$ cat src/rtl/bus_snoop_responder.sv
// Purpose : answers snooped bus operations (READ / RFO / INVALIDATE) against one cache tag array:
//           looks the line up, reports NOHIT/HIT/HITM, downgrades the MESI state and writes back dirty lines.
// Latency : result strobe 3 cycles after the snoop is accepted; writeback beats follow from the next cycle.
// Backpressure: one snoop at a time (snoopReady only in IDLE, no queuing); writeback beats stall on wbReady.
// Ports   : clk/reset (sync, active-high); snoop request handshake (snoopValid/snoopReady/snoopOp/snoopAddress);
//           tag lookup request (lookupValid/Index/Tag) and its response one cycle later (lookupHit/Way/Mesi, lineData);
//           MESI update strobe (mesiWrite/mesiWay/mesiValue); snoop result strobe (resultValid/snoopResult);
//           writeback beat stream (wbValid/wbReady/wbData/wbLast), lineSize/busWidth beats, lowest beat first.
module bus_snoop_responder #(
  parameter int indexBits = 14,
  parameter int tagBits   = 12,
  parameter int lineSize  = 512,
  parameter int ways      = 8,
  parameter int busWidth  = 64
) (
  input  logic                          clk,
  input  logic                          reset,
  input  logic                          snoopValid,
  output logic                          snoopReady,
  input  logic [1:0]                    snoopOp,
  input  logic [tagBits+indexBits-1:0]  snoopAddress,
  output logic                          lookupValid,
  output logic [indexBits-1:0]          lookupIndex,
  output logic [tagBits-1:0]            lookupTag,
  input  logic                          lookupHit,
  input  logic [$clog2(ways)-1:0]       lookupWay,
  input  logic [3:0]                    lookupMesi,
  input  logic [lineSize-1:0]           lineData,
  output logic                          mesiWrite,
  output logic [$clog2(ways)-1:0]       mesiWay,
  output logic [3:0]                    mesiValue,
  output logic                          resultValid,
  output logic [1:0]                    snoopResult,
  output logic                          wbValid,
  input  logic                          wbReady,
  output logic [busWidth-1:0]           wbData,
  output logic                          wbLast
);

  localparam int BEATS  = lineSize / busWidth;
  localparam int BEAT_W = (BEATS > 1) ? $clog2(BEATS) : 1;

  localparam logic [1:0] OP_READ = 2'b00;
  localparam logic [1:0] OP_RFO  = 2'b01;
  localparam logic [1:0] OP_INV  = 2'b10;

  localparam logic [1:0] RES_NOHIT = 2'b00;
  localparam logic [1:0] RES_HIT   = 2'b01;
  localparam logic [1:0] RES_HITM  = 2'b10;

  localparam logic [3:0] MESI_M = 4'b1000;
  localparam logic [3:0] MESI_E = 4'b0100;
  localparam logic [3:0] MESI_S = 4'b0010;
  localparam logic [3:0] MESI_I = 4'b0001;

  typedef enum logic [2:0] {
    S_IDLE,
    S_LOOKUP,
    S_CAPTURE,
    S_REPORT,
    S_WRITEBACK
  } state_t;

  state_t               state_q;
  state_t               state_d;
  logic [1:0]           op_q;
  logic [lineSize-1:0]  line_q;
  logic [BEAT_W-1:0]    beat_q;

  logic                 eff_hit;
  logic [1:0]           dec_result;
  logic [3:0]           dec_new;
  logic                 dec_write;

  // Ready is a pure decode of the state register.
  assign snoopReady = (state_q == S_IDLE);

  // The line register shifts down one beat per handshake, so the current beat is always the low slice.
  assign wbData = line_q[busWidth-1:0];

  // State register.
  always_ff @(posedge clk) begin
    if (reset) begin
      state_q <= S_IDLE;
    end else begin
      state_q <= state_d;
    end
  end

  // Next-state logic.
  always_comb begin
    state_d = state_q;
    case (state_q)
      S_IDLE:      if (snoopValid) state_d = S_LOOKUP;
      S_LOOKUP:    state_d = S_CAPTURE;
      S_CAPTURE:   state_d = S_REPORT;
      S_REPORT:    state_d = (snoopResult == RES_HITM) ? S_WRITEBACK : S_IDLE;
      S_WRITEBACK: if (wbReady && wbLast) state_d = S_IDLE;
      default:     state_d = S_IDLE;
    endcase
  end

  // Decode of the lookup response, consumed only in CAPTURE. A hit with a non-one-hot or Invalid
  // state is treated as a miss, so a corrupt tag entry never produces a response or an update.
  always_comb begin
    eff_hit    = lookupHit && ((lookupMesi == MESI_M) || (lookupMesi == MESI_E) ||
                               (lookupMesi == MESI_S));
    dec_result = RES_NOHIT;
    dec_new    = lookupMesi;
    dec_write  = 1'b0;
    if (eff_hit) begin
      case (op_q)
        OP_READ: begin
          dec_new    = MESI_S;
          dec_result = (lookupMesi == MESI_M) ? RES_HITM : RES_HIT;
        end
        OP_RFO, OP_INV: begin
          dec_new    = MESI_I;
          dec_result = (lookupMesi == MESI_M) ? RES_HITM : RES_HIT;
        end
        default: begin
          dec_new    = lookupMesi;
          dec_result = RES_NOHIT;
        end
      endcase
      dec_write = (dec_result != RES_NOHIT) && (dec_new != lookupMesi);
    end
  end

  // Registered datapath and outputs.
  always_ff @(posedge clk) begin
    if (reset) begin
      op_q        <= '0;
      line_q      <= '0;
      beat_q      <= '0;
      lookupValid <= 1'b0;
      lookupIndex <= '0;
      lookupTag   <= '0;
      mesiWrite   <= 1'b0;
      mesiWay     <= '0;
      mesiValue   <= '0;
      resultValid <= 1'b0;
      snoopResult <= '0;
      wbValid     <= 1'b0;
      wbLast      <= 1'b0;
    end else begin
      lookupValid <= 1'b0;
      resultValid <= 1'b0;
      mesiWrite   <= 1'b0;
      case (state_q)
        S_IDLE: begin
          if (snoopValid) begin
            op_q        <= snoopOp;
            lookupTag   <= snoopAddress[tagBits+indexBits-1:indexBits];
            lookupIndex <= snoopAddress[indexBits-1:0];
            lookupValid <= 1'b1;
          end
        end
        S_CAPTURE: begin
          resultValid <= 1'b1;
          snoopResult <= dec_result;
          mesiWrite   <= dec_write;
          mesiWay     <= lookupWay;
          mesiValue   <= dec_write ? dec_new : 4'b0000;
          // Only dirty lines are kept; clean ones leave wbData at zero.
          line_q      <= (dec_result == RES_HITM) ? lineData : '0;
        end
        S_REPORT: begin
          if (snoopResult == RES_HITM) begin
            wbValid <= 1'b1;
            wbLast  <= (BEATS == 1);
            beat_q  <= '0;
          end
        end
        S_WRITEBACK: begin
          if (wbReady) begin
            if (wbLast) begin
              wbValid <= 1'b0;
              wbLast  <= 1'b0;
              beat_q  <= '0;
              line_q  <= '0;
            end else begin
              beat_q  <= beat_q + BEAT_W'(1);
              line_q  <= line_q >> busWidth;
              wbLast  <= (int'(beat_q) + 2 == BEATS);
            end
          end
        end
        default: ;
      endcase
    end
  end

endmodule

$ cat config.mk
export PLATFORM = sky130hd
export DESIGN_NAME = bus_snoop_responder
export DESIGN_NICKNAME = d
export VERILOG_FILES = /design/src/rtl/bus_snoop_responder.sv
export SDC_FILE = /design/constraint.sdc
export NUM_CORES = 1
export LEC_CHECK = 0
export BUFFER_PORTS_ARGS = -buffer_cell sky130_fd_sc_hd__buf_2
export CAP_MARGIN = 40
export CORE_UTILIZATION = 40
export CTS_CLUSTER_DIAMETER = 30
export DETAILED_ROUTE_END_ITERATION = 16
export GPL_ROUTABILITY_DRIVEN = 1
export PLACE_DENSITY = 0.72
export REMOVE_ABC_BUFFERS = 1
export SYNTH_ARGS = -nofsm -noshare
export SYNTH_HDL_FRONTEND = slang
export SYNTH_SLANG_ARGS = --single-unit
$ cat constraint.sdc
create_clock -name clk -period 3.4 [get_ports clk]
set_input_delay 0.34 -clock clk [delete_from_list [all_inputs] [get_ports clk]]
set_output_delay 0.34 -clock clk [all_outputs]
set_load 0.02 [all_outputs]
==> flow_summary.yaml <==
synth:
  syn_area_mm2: 0.0282
  synth_largest_area_cell: "dfxtp_1"
  syn_inst: 3603
  synth_top_flop_cell: "dfxtp_1"
  synth_area_per_cell_um2: 7.82
  yosysTopAreaCellShare_pct: 39.8
  yosysWarnings: 0
  synth-seq-area-share_pct: 39.8
  synth_edf_count: 0
  synth.top_cells.by_area: "dfxtp_1 (40%), a311oi_1 (14%), nand2b_1 (10%)"
  synth_seq_cells: 560
  synth-async-reset-ratio_pct: 0
  ys_types: 37
run:
  maxCapViolCount: 0
grt:
  grt_pass1_wl_um: 172000
  grt_max_degree: 199
  grt_antenna_before_repair: 25
  grt.overflow.total: 0
  grt_pass1_vias: 32200
  track_usage_pct: 29.6
cts:
  cts_tree: "done"
  post_cts_buffers: 0
  path_clk_slew_ns: 0.05
  cts_buffers: 133
  cts_root_buf: "clkbuf_16"
  cts_resized: 0
  cts.sinks: 560
  clockBufferDepth: 3
  clock_latency_ns: 0.70
  htreeDepth: 4
  ctsHoldBuffers: 457
worst_setup_path:
  worstPathMaxFanout: 91
  endpoint_kind: "register"
  arrival_ns: 3.34
  cp-start-kind: "register"
  criticalPathCategory: "register to register"
  worstPathRequired_ns: 3.97
  regToRegSetupSlack_ns: 0.63
routing:
  first_pass_iters: 6
  vias_per_cell: 5.97
  vias: 32800
  drc: 0
  drt_iter0_drc: 4273
  totalWireLength_um: 111000
  postRouteAntennaNets: 0
  wl_per_cell_um: 20.2
cells_and_area:
  layout.nets: 4994
  seqCellArea_mm2: 0.0112
  area_growth_pct: 44.1
  drive_gt1_share_pct: 21.4
  multi_input_comb_area_mm2: 0.0146
  fillers: 5672
timing:
  finalSetupTns_ns: 0
  skew_ns: 0.0249
  setup_viol: 0
  worstMarginPinSlew_ns: 1.11
  period_minus_slack_ns: 2.77
  hold-worst-slack_ns: 0.0268
  fin_ws_ns: 0.635
  period_share_pct: 81.3
  fmax_mhz: 362
  rsz0062_at_grt: "no"
  drv_slew: 0
  finalHoldViolCount: 0
  relSlewSlack_pct: 26.2
run_status:
  outcome: "completed"
pwr:
  power_density_mw_per_mm2: 601
  p_leak_uw: 0.0148
  ir_worst_vdd_mv: 0.595
placement:
  portBuffers: 656
  place_ws_ns: 0.856
  gp_congestion: 0.861
  dpl.hpwl_um: 58600
floorplanning:
  core-area_mm2: 0.0692
  fp-row-count: 96
  initial_core_util_pct: 40.7
  die_width_um: 267
  die-area_mm2: 0.0715
  ios: 657
  die_y_um: 267
min_path:
  min_path_type: "input port to register"
[synthesized netlist by cell type (all sizes together) (3+ instances only)]
cell and n:
dfxtp 560, a311oi 448, inv 4, o21ai 4, nand2b 449, clkbuf 300
xnor2 4, nor3 452, nor2 522, a22oi 65, a21oi 489, buf 201
nand2 73, or3b 3, and2 3, ha 4
[critical path: stages, from the launching register on]
cell      delay [ns]
dfxtp_1         0.32
ha_1            0.27
or3b_1          0.48
a211oi_4        0.30
buf_12          0.35
buf_4           0.31
a311oi_1        0.13
nor3_1          0.33
[report_power, final]
part / switching [uW] / internal [uW]
Sequential: 325 / 7170
Combinational: 2290 / 1650
Clock: 4200 / 8770
Total: 6810 / 17600
[state kept, by name, summed over array words and instances (netlist names), 2 cells and up]
name         flops
lookupTag       12
lookupIndex     14
snoopResult      2
line_q         512
mesiWay          3
state_q          3
op_q             2
beat_q           3
mesiValue        4
[cells in the final DEF, fill, tap and decap left out, drive strengths merged, types with 3 or more instances in the layout]
master and count:
diode 31, or3b 3, clkinv 30, clkinvlp 7, a311oi 448, dfxtp 560
bufinv 13, clkbuf 178, nand2b 449, dlygate4sd3 457, nor3 452, a22oi 65
buf 744, ha 4, and2 3, o21ai 4, a21oi 489, inv 11
nand2 73, nor2 522, xnor2 4
[final timing paths]
path / from / endpoint / depth (start not counted)
min reg2reg: mesiWay[2]$_SDFFE_PP0P_ / mesiWay[2]$_SDFFE_PP0P_ / 2
max reg2reg: op_q[0]$_SDFFE_PP0P_ / line_q[381]$_SDFFE_PP0P_ / 7
max: op_q[0]$_SDFFE_PP0P_ / line_q[381]$_SDFFE_PP0P_ / 7
min: lineData[306] / line_q[306]$_SDFFE_PP0P_ / 3
[cells by family (layout without fill, tap and decap cells)]
group	count (synthesis)	in the layout	share of synthesized area, %
simple gates	1517	1517	26.6
compound gates	1011	1011	24.5
flops	560	560	39.8
buf+inv	505	1440	8.76
fa+ha+maj	4	4	0.178
xor+xnor	4	4	0.124
mux	2	2	0.0799
other cells	0	31	0
[layout make-up]
| type | count | area share (%) |
|---|---|---|
| Antenna cell | 31 | 0.191 |
| Tap cell | 931 | 2.87 |
| Clock inverter | 57 | 2.00 |
| Inverter | 4 | 0.0370 |
| Sequential cell | 560 | 27.6 |
| Timing Repair Buffer | 1201 | 22.1 |
| Multi-Input combinational cell | 2538 | 35.9 |
| Clock buffer | 178 | 9.28 |
[through the flow]
stage	instances	instance area, um^2	util (%)	power, uW
finish	5500	40600	58.7	24400
global route	5492	40600	58.7	25200
CTS	5469	40500	58.6	24200
detailed placement	4777	31400	45.4	10900
global placement	4774	31300	45.3	10800
floorplan	3102	25700	-	10500
[metal layers]
metal / up-vias / share of wire [%] / GRT usage, % / routed length (um)
li1: 14700 / - / - / -
met1: 15200 / 37 / 34.7 / 41500
met2: 2199 / 47 / 46.2 / 52000
met3: 704 / 8.2 / 6.98 / 9180
met4: 0 / 7.7 / 23.8 / 8580
met5: - / 0 / 0 / 0
Power figures use the tool's default switching activity.
